`config.mk`:
```
export PLATFORM = sky130hd
export DESIGN_NAME = partition_splitter_flat
export DESIGN_NICKNAME = d
export VERILOG_FILES = /design/src/rtl/partition_splitter_if.sv /design/src/rtl/partition_splitter.sv /design/src/flat_wrapper.sv
export SDC_FILE = /design/constraint.sdc
export NUM_CORES = 1
export LEC_CHECK = 0
export ABC_AREA = 1
export ABC_CLOCK_PERIOD_IN_PS = 3100
export BUFFER_PORTS_ARGS = -buffer_cell sky130_fd_sc_hd__buf_2
export CORE_ASPECT_RATIO = 0.6
export CORE_UTILIZATION = 60
export DETAILED_ROUTE_END_ITERATION = 10
export MAX_ROUTING_LAYER = met4
export PLACE_DENSITY = 0.94
export REMOVE_ABC_BUFFERS = 1
export SLEW_MARGIN = 20
export SYNTH_ARGS = -nofsm -noshare
export SYNTH_HDL_FRONTEND = slang
export SYNTH_SLANG_ARGS = --single-unit
export TNS_END_PERCENT = 10
```
`constraint.sdc`:
```
create_clock -name clk -period 3.1 [get_ports clk]
set_input_delay 0.31 -clock clk [delete_from_list [all_inputs] [get_ports clk]]
set_output_delay 0.31 -clock clk [all_outputs]
set_load 0.005 [all_outputs]
```
`src/rtl/partition_splitter_if.sv`:
```
// Memory-port and control bundle for partition_splitter: one read port, one write port,
// plus the run/split_done job handshake.
interface partition_splitter_if #(
  parameter int DATA_WIDTH = 16,
  parameter int ADDR_WIDTH = 12
);
  logic                         run;
  logic signed [DATA_WIDTH-1:0] data_in;
  logic [ADDR_WIDTH-1:0]        read_address_out;
  logic signed [DATA_WIDTH-1:0] data_out;
  logic [ADDR_WIDTH-1:0]        write_address_out;
  logic                         we_out;
  logic                         split_done;

  modport master (
    input  run, data_in,
    output read_address_out, data_out, write_address_out, we_out, split_done
  );

  modport slave (
    output run, data_in,
    input  read_address_out, data_out, write_address_out, we_out, split_done
  );
endinterface

```
`src/rtl/partition_splitter.sv`:
```
// Splits a row-major feature map into overlapping left/right column partitions.
// Optional macro SPLITTER_RELU_EN clamps negative pixels to zero on output.
module partition_splitter #(
  parameter int MAP_WIDTH       = 8,
  parameter int MAP_HEIGHT      = 8,
  parameter int PARTITION_WIDTH = 5,
  parameter int DATA_WIDTH      = 16,
  parameter int ADDR_WIDTH      = 12,
  parameter int ADDRESS_IN      = 0,
  parameter int ADDRESS_0_OUT   = 1024,
  parameter int ADDRESS_1_OUT   = 2048
) (
  input logic clk,
  input logic reset,
  partition_splitter_if.master bus
);

  // Counters are one bit wider than strictly needed so the limits themselves are representable.
  localparam int COL_W = $clog2(MAP_WIDTH + 1);
  localparam int ROW_W = $clog2(MAP_HEIGHT + 1);

  localparam logic [COL_W-1:0]      P0_LIMIT = COL_W'(PARTITION_WIDTH);
  localparam logic [COL_W-1:0]      P1_START = COL_W'(MAP_WIDTH - PARTITION_WIDTH);
  localparam logic [COL_W-1:0]      LAST_COL = COL_W'(MAP_WIDTH - 1);
  localparam logic [ROW_W-1:0]      LAST_ROW = ROW_W'(MAP_HEIGHT - 1);
  localparam logic [COL_W-1:0]      COL_ONE  = COL_W'(1);
  localparam logic [ROW_W-1:0]      ROW_ONE  = ROW_W'(1);
  localparam logic [ADDR_WIDTH-1:0] ADDR_ONE = ADDR_WIDTH'(1);
  localparam logic [ADDR_WIDTH-1:0] BASE_IN  = ADDR_WIDTH'(ADDRESS_IN);
  localparam logic [ADDR_WIDTH-1:0] BASE_0   = ADDR_WIDTH'(ADDRESS_0_OUT);
  localparam logic [ADDR_WIDTH-1:0] BASE_1   = ADDR_WIDTH'(ADDRESS_1_OUT);

  typedef enum logic [2:0] {
    IDLE,
    REQUEST,
    WAIT_DATA,
    LOAD,
    WRITE_0,
    WRITE_1,
    ADVANCE,
    FINISHED
  } state_t;

  state_t state;
  state_t state_next;

  logic [COL_W-1:0]             col;
  logic [ROW_W-1:0]             row;
  logic [ADDR_WIDTH-1:0]        src_addr;
  logic [ADDR_WIDTH-1:0]        addr0;
  logic [ADDR_WIDTH-1:0]        addr1;
  logic signed [DATA_WIDTH-1:0] pixel;

  logic                         in_p0;
  logic                         in_p1;
  logic                         last_pixel;
  logic [ADDR_WIDTH-1:0]        read_address;
  logic [ADDR_WIDTH-1:0]        write_address;
  logic                         we;
  logic                         done;

  assign in_p0      = (col < P0_LIMIT);
  assign in_p1      = (col >= P1_START);
  assign last_pixel = (col == LAST_COL) && (row == LAST_ROW);

  always_ff @(posedge clk or posedge reset) begin
    if (reset) begin
      state <= IDLE;
    end else begin
      state <= state_next;
    end
  end

  always_ff @(posedge clk or posedge reset) begin
    if (reset) begin
      col      <= '0;
      row      <= '0;
      src_addr <= BASE_IN;
      addr0    <= BASE_0;
      addr1    <= BASE_1;
      pixel    <= '0;
    end else begin
      case (state)
        LOAD:    pixel <= bus.data_in;
        WRITE_0: addr0 <= addr0 + ADDR_ONE;
        WRITE_1: addr1 <= addr1 + ADDR_ONE;
        ADVANCE: begin
          src_addr <= src_addr + ADDR_ONE;
          if (col == LAST_COL) begin
            col <= '0;
            row <= row + ROW_ONE;
          end else begin
            col <= col + COL_ONE;
          end
        end
        FINISHED: begin
          col      <= '0;
          row      <= '0;
          src_addr <= BASE_IN;
          addr0    <= BASE_0;
          addr1    <= BASE_1;
        end
        default: ;
      endcase
    end
  end

  // Columns outside the left partition are always inside the right one, so LOAD can skip WRITE_0.
  always_comb begin
    state_next    = state;
    read_address  = '0;
    write_address = '0;
    we            = 1'b0;
    done          = 1'b0;
    case (state)
      IDLE: begin
        if (bus.run) state_next = REQUEST;
      end
      REQUEST: begin
        read_address = src_addr;
        state_next   = WAIT_DATA;
      end
      WAIT_DATA: begin
        read_address = src_addr;
        state_next   = LOAD;
      end
      LOAD: begin
        state_next = in_p0 ? WRITE_0 : WRITE_1;
      end
      WRITE_0: begin
        we            = 1'b1;
        write_address = addr0;
        state_next    = in_p1 ? WRITE_1 : ADVANCE;
      end
      WRITE_1: begin
        we            = 1'b1;
        write_address = addr1;
        state_next    = ADVANCE;
      end
      ADVANCE: begin
        state_next = last_pixel ? FINISHED : REQUEST;
      end
      FINISHED: begin
        done       = 1'b1;
        state_next = IDLE;
      end
      default: state_next = IDLE;
    endcase
  end

  assign bus.read_address_out  = read_address;
  assign bus.write_address_out = write_address;
  assign bus.we_out            = we;
  assign bus.split_done        = done;

`ifdef SPLITTER_RELU_EN
  assign bus.data_out = pixel[DATA_WIDTH-1] ? '0 : pixel;
`else
  assign bus.data_out = pixel;
`endif

endmodule

```
`src/flat_wrapper.sv`:
```
// flat-port wrapper written by rule: the top's interface ports become plain ports
module partition_splitter_flat 
#(
  parameter int MAP_WIDTH       = 8,
  parameter int MAP_HEIGHT      = 8,
  parameter int PARTITION_WIDTH = 5,
  parameter int DATA_WIDTH      = 16,
  parameter int ADDR_WIDTH      = 12,
  parameter int ADDRESS_IN      = 0,
  parameter int ADDRESS_0_OUT   = 1024,
  parameter int ADDRESS_1_OUT   = 2048
)
  (clk, reset, bus_run, bus_data_in, bus_read_address_out, bus_data_out, bus_write_address_out, bus_we_out, bus_split_done);
  partition_splitter_if #(.DATA_WIDTH(DATA_WIDTH), .ADDR_WIDTH(ADDR_WIDTH)) bus_i ();
  input logic clk;
  input logic reset;
  input wire logic [$bits(bus_i.run)-1:0] bus_run;
  input wire logic [$bits(bus_i.data_in)-1:0] bus_data_in;
  output wire logic [$bits(bus_i.read_address_out)-1:0] bus_read_address_out;
  output wire logic [$bits(bus_i.data_out)-1:0] bus_data_out;
  output wire logic [$bits(bus_i.write_address_out)-1:0] bus_write_address_out;
  output wire logic [$bits(bus_i.we_out)-1:0] bus_we_out;
  output wire logic [$bits(bus_i.split_done)-1:0] bus_split_done;
  assign bus_i.run = bus_run;
  assign bus_i.data_in = bus_data_in;
  assign bus_read_address_out = bus_i.read_address_out;
  assign bus_data_out = bus_i.data_out;
  assign bus_write_address_out = bus_i.write_address_out;
  assign bus_we_out = bus_i.we_out;
  assign bus_split_done = bus_i.split_done;
  partition_splitter #(.MAP_WIDTH(MAP_WIDTH), .MAP_HEIGHT(MAP_HEIGHT), .PARTITION_WIDTH(PARTITION_WIDTH), .DATA_WIDTH(DATA_WIDTH), .ADDR_WIDTH(ADDR_WIDTH), .ADDRESS_IN(ADDRESS_IN), .ADDRESS_0_OUT(ADDRESS_0_OUT), .ADDRESS_1_OUT(ADDRESS_1_OUT)) u_core (.clk(clk), .reset(reset), .bus(bus_i));
endmodule
```
## Word-level counts from Yosys, hierarchy flattened

Cells that the tools add are included.

| storage, ports and cells | value |
|---|---|
| register bits | 63 |
| output and inout port bits | 42 |

| cells by class | value |
|---|---|
| add/subtract/negate cells | 5 |
| order comparisons | 2 |
| equality and inequality tests | 11 |
| mux-type cells | 16 |
| reductions and logical operators | 8 |

Operator list:

| kind | number |
|---|---|
| one-hot mux 12 bit (2 select lines) | 4 |
| adder 12 x 1 -> 12 bit (second input constant) | 3 |
| one-hot mux 3 bit (8 select lines) | 1 |
| one-hot mux 4 bit (2 select lines) | 2 |
| equality test 3 bit (second input constant) | 4 |
| two-way mux 12 bit | 1 |
| adder 4 x 1 -> 4 bit (second input constant) | 2 |
| equality test 4 x 3 -> 1 bit (second input constant) | 2 |
| two-way mux 4 bit | 2 |
| equality test 3 x 2 -> 1 bit (second input constant) | 2 |
| two-way mux 3 bit | 2 |
| nonzero test 2 bit | 3 |
| >= comparator 4 x 2 -> 1 bit (second input constant) | 1 |
| less-than comparator 4 x 3 -> 1 bit (second input constant) | 1 |
| OR reduction 2 bit | 2 |
| equality test 3 x 1 -> 1 bit (second input constant) | 1 |
| zero test 3 bit | 1 |
| two-way mux 1 bit | 3 |
| two-way mux 2 bit | 1 |
| inequality test 2 x 1 -> 1 bit (second input constant) | 1 |
| inequality test 2 bit (second input constant) | 1 |
| AND reduction 2 bit | 1 |
| logical AND 1 bit | 1 |

## Logic depth before layout (Yosys ltp)

Gate-level depths: netlist of the first run.

| depth | value |
|---|---|
| depth in word-level cells | 4 |
| gate-level depth with buffers | 8 |

## Least setup slack after synthesis of the first run

OpenSTA, ideal clock, no wires.

| timing path | value |
|---|---|
| path type | register to output |
| start | reg u_core.state[2] |
| end | out bus_write_address_out[5] |
| arrival time | 1.104 ns |
| data required time | 2.790 ns |
| setup slack | 1.686 ns |
| stages on the path, launching flop included | 6 |
| cell sequence | dfrtp_1 inv_1 nor2_1 nand2_1 clkbuf_1 o21ai_1 |

| on the way | value |
|---|---|
| cells in the longest elaborated chain, start to end | 2 |
| elaborated cells between the ends (all ways) | 3 |

RTL lines:

| item | line | RTL |
|---|---|---|
| start: declaration | partition_splitter.sv:44 | `state_t state;` |
| start signal: assignment | partition_splitter.sv:70 | `state <= state_next;` |
| equality test 3 bit | partition_splitter.sv:115 | `case (state)` |
| one-hot mux 12 bit (2 select lines) * | partition_splitter.sv:115 |  |
| end: declaration | flat_wrapper.sv:21 | `output wire logic [$bits(bus_i.write_address_out)-1:0] bus_write_address_out;` |

Mark *: on every way between the ends. The rest lies on a longest branch, timed or not.

## Worst setup path in the final report of the first run

| timing path | value |
|---|---|
| start | reg u_core.state[1] |
| end | out bus_write_address_out[9] |

Same word-level chain as after synthesis.

==> results of run 1 <==
==> flip-flops by register name, summed over array words and instances (netlist names) <==
name                 count
u_core.addr0            12
u_core.addr1            12
u_core.bus.data_out     16
u_core.col               4
u_core.row               4
u_core.src_addr         12
u_core.state             3
==> worst max-delay path: stages (launching register included) <==
cell and delay (ns):
dfrtp_1 0.44, inv_1 0.09, nand2_2 0.11, nor2_2 0.44
nand2_1 0.21, o21ai_0 0.12, buf_2 0.14
==> per-layer routing <==
| metal | wire (µm) | part of all wire [%] |
|---|---|---|
| met5 | 0 | 0 |
| met4 | 104 | 1.3 |
| met3 | 565 | 7.2 |
| met2 | 3470 | 44 |
| met1 | 3700 | 47 |
==> worst paths after layout <==
kind	cells past startpoint	end	startpoint	slack [ns]
hold / removal	2	u_core.bus.data_out[0]	reset	0.04
max in group asynchronous	3	u_core.addr0[10]	reset	2.26
hold reg to reg	2	u_core.bus.data_out[5]	u_core.bus.data_out[5]	0.47
min in group clk	3	u_core.bus.data_out[7]	bus_data_in[7]	0.15
setup / recovery	6	bus_write_address_out[9]	u_core.state[1]	0.89
setup reg to reg	8	u_core.addr1[0]	u_core.state[2]	1.27
==> cell type report <==
type / count / area, µm²
sequential: 63 / 1580
multi-input combinational: 313 / 1450
fill: 390 / 1350
timing repair buffer: 63 / 323
inverter: 66 / 248
clock buffer: 9 / 124
tap: 66 / 82.6
clock inverter: 6 / 47.5
==> power by group through the flow <==
stage / clock network [mW] / registers, mW / logic [mW]
after floorplan: 0 / 1.20 / 0.554
after detailed placement: 0 / 1.21 / 0.885
after global placement: 0 / 1.21 / 0.837
final: 0.624 / 1.21 / 0.882
after global routing: 0.680 / 1.23 / 1.01
after CTS: 0.633 / 1.20 / 0.885
==> stage by stage <==
stage / worst slack, ns / total power, mW / util, % / hold slack (ns) / cells
global route: 0.733 / 2.92 / 74.0 / 0.0845 / 586
global placement: 1.35 / 2.04 / 70.7 / 0.435 / 571
detailed placement: 1.32 / 2.10 / 70.7 / 0.439 / 571
floorplan: 1.22 / 1.75 / - / 0.427 / 442
CTS: 0.919 / 2.72 / 74.0 / 0.0598 / 586
finish: 0.887 / 2.71 / 74.0 / 0.0441 / 586
==> synthesized netlist by cell type <==
cell	n
o21ai_1	4
nor2_2	2
buf_2	5
inv_2	3
a22o_1	1
a21oi_1	10
nor2_4	3
ha_1	6
xor2_1	3
o21ai_0	25
nand2_2	3
buf_4	3
o211ai_1	2
nor2_1	53
nand4_1	9
o22ai_1	11
inv_1	63
dfrtp_1	61
clkbuf_1	2
dfstp_2	2
nor3_1	6
o32ai_1	2
nand3_1	34
nand2_1	139
==> kinds of logic (layout without fill, tap and decap cells) <==
kind of cell | count (synthesis) | count (layout) | synth area share (%)
compound gates | 55 | 55 | 9.17
xor+xnor | 3 | 3 | 0.789
fa+ha+maj | 6 | 6 | 2.25
buf+inv | 76 | 144 | 9.09
flops | 63 | 63 | 47.4
simple gates | 249 | 249 | 31.3
==> key figures, run 1 <==
Floorplanning
  • Total core area: around 5200 µm²
  • Area of the die: approximately 5900 µm²
  • Starting Density: between 60 and 70%
  • Die Wd: 98.2 µm
  • Rows: 20
  • Ports: 61
  • Die span in y: 59.7 µm

Clock tree
  • Deepest clock path buffer count: 2
  • CTS tree: done
  • CTS root buf: clkbuf_8
  • CTS Buf Count: 9
  • Clk_lat worst skew: around 0.35 ns
  • Hold buffers post-CTS: 0
  • Clock Sinks: between 60 and 70
  • Setup Fix Bufs, Post-CTS: 0
  • H-tree levels: 3
  • CTS clk-pin slew, worst paths: approximately 0.07 ns
  • CTS resizes: 0

Outcome
  • Failing checks: design-rule violations
  • Outcome: finished with violations

Global route
  • Largest net degree at the start of global routing: 32
  • Met2 usage: between 40% and 50%
  • GR Util met1: 41.0%
  • Initial antenna violation count: 0
  • Number of global-route vias before repair: 2913
  • GRT busiest layer: met2
  • GRT Residual Overflow: 0
  • Global-route usage over all layers: 30.5%
  • GR Util met3: under 10%
  • First-pass GRT wire length: approximately 13000 µm

Detailed routing
  • Vias post-DR: approximately 3200
  • 1st-pass router iterations: 10
  • Routed wire length per instance: about 13 µm
  • Vias per cell: roughly 5.5
  • ANT nets after route: 0
  • DRT iter0 DRCs: around 230
  • Total Wirelength: 7840 µm
  • Residual DRC count: 2

Logic synthesis
  • Synth area leaders: dfrtp_1 (46%), nand2_1 (16%), inv_1 (7.1%), nor2_1 (6.0%), nand3_1 (5.1%)
  • Sequential area share after synthesis: a little under half
  • Largest area contributor in the netlist: dfrtp_1
  • Post-Syn Area: ~3300 µm²
  • Synth Instances: 452
  • Netlist cell types: 24
  • Number of synthesized register bits: 63
  • YS warnings: 0
  • Synth Area per Inst: about 7.4 µm²
  • Post-synth top area share: between 40 and 50%

STA
  • Fin. Hold Viols: 0
  • Clock skew: between 0.008 and 0.009 ns
  • Final Max Slew Viols: 0
  • Slew of the pin with the lowest slew margin: about 0.72 ns
  • Total Neg Setup Slack: 0 ns
  • Slew margin rel.: between 50% and 60%
  • FMAX: about 450 MHz
  • Final Cycle Share: a little under three quarters
  • RSZ-0062 raised after global routing: false
  • Finish-stage setup viols: 0
  • Final Critical Period: between 2 and 2.5 ns

Worst setup path
  • Kind of critical path: flop to output port
  • Worst path required time: roughly 2.8 ns
  • Worst setup SP type: flop
  • CP Capture Type: output port
  • CP max FO: 12
  • CP Data Arrival Time: around 1.9 ns

Power and ir drop
  • Clock Power Share: between 20% and 30%
  • Pint: around 1.6 mW
  • Pwr Density: just over 700 nW/µm²
  • Part of the power in registers: between 40 and 50%
  • Logic pwr share: between 30% and 40%
  • Psw: ~1.1 mW
  • Sw Ratio: between 40% and 50%
  • VDD IR max: about 0.54 mV
  • Leakage: approximately 2 nW

Job
  • Max Cap Violations: 0

Finish
  • Fraction of layout cells with a size suffix above 1: ~18%
  • Post-route cell area: between 3000 and 4000 µm²
  • Synth-to-Final Area Change: 15.7%
  • Net count reported at finish: 541
  • Most common cell after layout, fill and taps aside: nand2_1
  • Diode count: 0
  • Most frequent cells in the layout: nand2_1 (139), inv_1 (62), dfrtp_1 (61), buf_2 (60), nor2_1 (53)

Placement
  • Hpwl dp: 5770 µm
  • Routability Congestion: 0.880
  • PortBufs: 60
  • Post-Place Cell Area: 3680 µm²

Hold path
  • Worst hold path class: primary input to async pin
(Power assumes the default switching activity.)
==> run 2, diff against run 1 <==
ABC_CLOCK_PERIOD_IN_PS = 2300   (was 3100)
CORE_UTILIZATION = 56   (was 60)
PLACE_DENSITY = 0.89   (was 0.94)
clock period = 2.3 ns   (was 3.1 ns; I/O delays follow)
==> key figures, run 2 (synthesis gave the netlist of run 1 again) <==
Clock tree
  • CTS resizes: 0 (unchanged)
  • Clock Sinks: 63 (unchanged)
  • Deepest clock path buffer count: 2 (unchanged)
  • CTS clk-pin slew, worst paths: 0.08 ns (about the same)
  • CTS Buf Count: 9 (unchanged)
  • Clk_lat worst skew: 0.34 ns (about the same)
  • Setup Fix Bufs, Post-CTS: 0 (unchanged)
  • Hold buffers post-CTS: 0 (unchanged)
  • CTS root buf: clkbuf_8
  • H-tree levels: 3 (unchanged)
  • CTS tree: done

Placement
  • Hpwl dp: 5590 µm (-3.0%)
  • PortBufs: 60 (unchanged)
  • Post-place setup slack: 0.609 ns (-0.716 ns)
  • Routability Congestion: 0.949 (+7.7%)

Global route
  • Met2 usage: 43.0% (-2.1 points)
  • GR Util met3: 5.26% (-3.5 points)
  • First-pass GRT wire length: 12700 µm (-3.1%)
  • GRT Residual Overflow: 0 (unchanged)
  • GR Util met1: 37.5% (-3.5 points)
  • GRT busiest layer: met2
  • Initial antenna violation count: 0 (unchanged)
  • Largest net degree at the start of global routing: 44 (+38%)
  • Global-route usage over all layers: 27.7% (-2.8 points)
  • Number of global-route vias before repair: 2792 (-4.2%)

Worst setup path
  • CP max FO: 13 (+1)
  • Worst r2r src: u_core.state[2]
  • Kind of critical path: flop to output port
  • Worst path required time: 2.07 ns (-0.72 ns)
  • Reg-to-reg slack, setup: 0.53 ns (-0.74 ns)
  • Worst setup SP type: flop
  • Reg-to-Reg End: u_core.addr1[0]
  • Reg2Reg Depth: 7 (-1)
  • CP Capture Type: output port
  • CP Data Arrival Time: 1.87 ns (-0.03 ns)

STA
  • Final Cycle Share: between 90% and 100%
  • Total Neg Setup Slack: 0 ns (unchanged)
  • RSZ-0062 raised after global routing: false
  • Slew margin rel.: 38.7% (-13 points)
  • Slew of the pin with the lowest slew margin: 0.917 ns (+0.195 ns)
  • Finish-stage setup viols: 0 (unchanged)
  • Final Max Slew Viols: 0 (unchanged)
  • Fin. Hold Viols: 0 (unchanged)
  • Final worst slack: 0.195 ns (-0.691 ns)
  • Final Critical Period: roughly 2.1 ns
  • Clock skew: 0.00805 ns (-0.000220 ns)
  • FMAX: approximately 480 MHz

Power and ir drop
  • Pwr Density: 979 nW/µm² (+39%)
  • Leakage: 2.03 nW (+1.7%)
  • VDD IR max: 0.621 mV (+15%)

Finish
  • Fraction of layout cells with a size suffix above 1: 17.9% (+0.16 points)
  • Most common cell after layout, fill and taps aside: nand2_1
  • Max reg flops: 16 (unchanged)
  • Area of the multi-input gates: 1450 µm² (unchanged)
  • Most frequent cells in the layout: nand2_1 (139), inv_1 (62), dfrtp_1 (61), buf_2 (60), nor2_1 (53)
  • Final core occ: 69.3% (-4.7 points)
  • Fillers: 455 (+17%)
  • Diode count: 0 (unchanged)
  • Net count reported at finish: 541 (unchanged)
  • FF/Latch Area: 1580 µm² (unchanged)
  • Synth-to-Final Area Change: 17.6%

Detailed routing
  • Vias post-DR: 3177 (-0.94%)
  • DRT iter0 DRCs: 279 (+23%)
  • ANT nets after route: 0 (unchanged)
  • Total Wirelength: 7710 µm (-1.7%)
  • Vias per cell: 5.29 (-3.4%)
  • Routed wire length per instance: 12.8 µm (-4.2%)
  • 1st-pass router iterations: 5 (-5)
  • Residual DRC count: 0 (-2)

Floorplanning
  • Rows: 21 (+5.0%)
  • Die span in y: 61.7 µm (+3.4%)
  • Starting Density: 59.0% (-5.0 points)
  • Area of the die: 6270 µm² (+6.9%)
  • Ports: 61 (unchanged)
  • Total core area: 5650 µm² (+8.5%)
  • Die Wd: 102 µm (+3.4%)

Hold path
  • Worst hold path class: primary input to async pin

Job
  • Max Cap Violations: 0 (unchanged)

Outcome
  • Outcome: completed
-- run 2: changes by cell type in the layout (fill, tap and decap cells not counted) --
| cell | previous run | this run |
|---|---|---|
| buf_4 | 3 | 2 |
| clkinv_4 | 1 | 2 |
| bufinv_16 | 0 | 1 |
| clkinv_2 | 0 | 1 |
| clkbuf_8 | 9 | 10 |
| clkinvlp_4 | 4 | 1 |
| buf_12 | 0 | 1 |
-- run 2: cell type report --
type	count	area share [%]
Sequential cell	63	40.3
Multi-Input combinational cell	313	37.0
Timing Repair Buffer	63	8.56
Inverter	66	6.32
Clock buffer	10	3.51
Tap cell	80	2.56
Clock inverter	6	1.76
-- run 2: power by group --
part	leakage [nW]	switching, mW	internal [mW]
Sequential	0.832	0.238	1.40
Clock	0.103	0.451	0.535
Combinational	1.10	0.800	0.413
Total	2.03	1.49	2.35
-- run 2: worst max-delay path by stage --
stage	start	to	slack (ns)	depth (start not counted)
2_1_floorplan	u_core.state[2]	u_core.addr1[8]	0.45	7
3_3_place_gp	u_core.state[2]	u_core.addr1[8]	0.69	7
3_5_place_dp	u_core.state[1]	u_core.addr1[11]	0.61	8
4_1_cts	u_core.state[1]	bus_write_address_out[9]	0.23	6
5_1_grt	u_core.state[2]	bus_write_address_out[9]	0.09	5
6_report	u_core.state[2]	bus_write_address_out[5]	0.20	5
-- run 2: metal layers --
layer | share of wire (%) | wire length (µm)
met5 | 0 | 0
met4 | 0.73 | 56
met3 | 8.6 | 660
met2 | 44 | 3380
met1 | 47 | 3610
-- run 2: critical path, stage by stage (launching register included) --
cell	delay [ns]
dfrtp_1	0.47
inv_1	0.08
nor2_1	0.18
nand2_1	0.38
o21ai_1	0.28
buf_2	0.14
-- run 2: through the flow --
stage / cell area, µm² / hold WS [ns] / total power [mW] / cells
floorplan: 3280 / 0.347 / 2.36 / 442
global placement: 3710 / 0.428 / 2.78 / 585
detailed placement: 3710 / 0.438 / 2.85 / 585
CTS: 3920 / 0.0724 / 3.84 / 601
global route: 3920 / 0.0846 / 4.12 / 601
finish: 3920 / 0.0834 / 3.84 / 601
==> run 3, diff against run 2 <==
CELL_PAD_IN_SITES_DETAIL_PLACEMENT = 1   (was unset)
CELL_PAD_IN_SITES_GLOBAL_PLACEMENT = 2   (was unset)
CORE_UTILIZATION = 31   (was 56)
PLACE_DENSITY = 0.88   (was 0.89)
SLEW_MARGIN = unset   (was 20)
==> key figures, run 3 (synthesis gave the netlist of run 1 again) <==
Clock tree
  • Setup Fix Bufs, Post-CTS: 0 (unchanged)
  • Clk_lat worst skew: 0.33 ns (about the same)
  • CTS tree: done
  • H-tree levels: 3 (unchanged)
  • CTS clk-pin slew, worst paths: 0.05 ns (-0.03 ns)
  • Clock Sinks: 63 (unchanged)
  • CTS root buf: clkbuf_16
  • CTS Buf Count: 9 (unchanged)
  • CTS resizes: 0 (unchanged)
  • Deepest clock path buffer count: 2 (unchanged)
  • Hold buffers post-CTS: 1 (+1)

STA
  • Final Max Slew Viols: 0 (unchanged)
  • Final Cycle Share: 89.9% (-1.6 points)
  • Final worst slack: 0.232 ns (+0.0370 ns)
  • Slew of the pin with the lowest slew margin: 0.586 ns (-0.331 ns)
  • FMAX: 484 MHz (+1.8%)
  • RSZ-0062 raised after global routing: false
  • Final Critical Period: 2.07 ns (-0.0370 ns)
  • Fin. Hold Viols: 0 (unchanged)
  • Total Neg Setup Slack: 0 ns (unchanged)
  • Finish-stage setup viols: 0 (unchanged)
  • Clock skew: 0.00339 ns (-0.00466 ns)
  • WHS: 0.0924 ns (+0.00900 ns)
  • Slew margin rel.: 60.8% (+22 points)

Worst setup path
  • CP max stage delay: 0.46 ns (about the same)
  • Critical-path cell list: inv_1 > nor2_1 > nand2_1 > o22ai_1 > buf_2
  • Crit path buffers/inverters: 2 (unchanged)
  • Worst path required time: 2.07 ns (about the same)
  • CP Data Arrival Time: 1.84 ns (-0.03 ns)
  • Worst r2r src: u_core.state[2]
  • CP max FO: 13 (unchanged)
  • CP Launch Point: u_core.state[2]
  • Reg-to-reg slack, setup: 0.57 ns (+0.04 ns)
  • Worst setup SP type: flop
  • Crit path max-delay family: simple AND/OR/NAND/NOR gates
  • CP Capture Type: output port
  • Critical-path top delay cell: dfrtp_1
  • Kind of critical path: flop to output port

Detailed routing
  • Routed wire length per instance: 14.1 µm (+10%)
  • DRT iter0 DRCs: 151 (-46%)
  • Residual DRC count: 0 (unchanged)
  • Vias per cell: 4.72 (-11%)
  • Vias post-DR: 3099 (-2.5%)
  • ANT nets after route: 0 (unchanged)
  • 1st-pass router iterations: 4 (-1)
  • Total Wirelength: 9280 µm (+20%)

Power and ir drop
  • Pint: 2.85 mW (+21%)
  • Sw Ratio: 35.2% (-3.6 points)
  • Pwr Density: 1060 nW/µm² (+8.8%)
  • Clock Power Share: 34.5% (+8.8 points)
  • Part of the power in registers: 37.3% (-5.4 points)
  • Psw: 1.55 mW (+3.9%)
  • Logic pwr share: 28.2% (-3.4 points)
  • Leakage: 2.10 nW (+3.5%)
  • VDD IR max: 0.426 mV (-31%)
  • Final Power: 4.40 mW (+15%)

Global route
  • Initial antenna violation count: 0 (unchanged)
  • Largest net degree at the start of global routing: 44 (unchanged)
  • GRT Residual Overflow: 0 (unchanged)
  • Global-route usage over all layers: 19.2% (-8.5 points)
  • First-pass GRT wire length: 15700 µm (+24%)
  • Number of global-route vias before repair: 3175 (+14%)

Placement
  • Hpwl dp: 6790 µm (+21%)
  • Routability Congestion: 0.840 (-11%)
  • Post-place setup slack: 0.593 ns (-0.0157 ns)
  • PortBufs: 60 (unchanged)

Finish
  • Max reg flops: 16 (unchanged)
  • Most common cell after layout, fill and taps aside: nand2_1
  • Fraction of layout cells with a size suffix above 1: 17.8% (-0.034 points)
  • Net count reported at finish: 543 (+0.37%)
  • Diode count: 0 (unchanged)
  • Most frequent cells in the layout: nand2_1 (139), inv_1 (62), dfrtp_1 (61), buf_2 (60), nor2_1 (53)
  • Synth-to-Final Area Change: 24.0%
  • Final core occ: 40.6% (-29 points)

Floorplanning
  • Die span in y: 82.3 µm (+33%)
  • Total core area: 10200 µm² (+80%)
  • Rows: 28 (+33%)
  • Starting Density: 32.8% (-26 points)
  • Ports: 61 (unchanged)
  • Area of the die: 11200 µm² (+78%)
  • Die Wd: 136 µm (+34%)

Outcome
  • Outcome: completed

Hold path
  • Hold Startpoint: bus_data_in[6]
  • Worst hold path class: primary input to flop

Job
  • Max Cap Violations: 0 (unchanged)
run 3: layout make-up:
type	count	area (µm²)
timing repair buffer	65	353
clock inverter	3	65.1
sequential	63	1580
multi-input combinational	313	1450
inverter	66	248
tap	135	169
fill	1306	6030
clock buffer	12	267
run 3: layer usage:
metal	vias to the layer above	GRT usage (%)	routed length, µm
met5	-	-	0
met4	0	3.71	53
met3	6	6.41	458
met2	63	28.4	3920
met1	1470	25.6	4850
li1	1560	-	-
run 3: path summary, 6_finish.rpt:
path                                                  to  cells past startpoint
min in group asynchronous         u_core.bus.data_out[9]                      3
worst min-delay path              u_core.bus.data_out[6]                      3
worst max-delay path            bus_write_address_out[8]                      5
worst min register to register   u_core.bus.data_out[13]                      2
worst max register to register           u_core.addr1[0]                      7
max in group asynchronous               u_core.addr1[11]                      4
run 3: through the flow:
stage	std cells	cell area (µm²)
floorplan	442	3280
global placement	641	3790
detailed placement	641	3790
CTS	657	4130
global route	657	4130
finish	657	4130
run 3: power groups by stage:
stage | registers (mW) | logic, mW | clock network (mW)
after CTS | 1.64 | 1.27 | 1.55
after detailed placement | 1.65 | 1.26 | 0
after floorplan | 1.62 | 0.746 | 0
final | 1.64 | 1.24 | 1.52
after global routing | 1.68 | 1.43 | 1.60
after global placement | 1.64 | 1.21 | 0
run 3: worst min-delay path, stage by stage:
cell	delay [ns]
buf_2	0.07
nand2_1	0.04
nand2_1	0.05
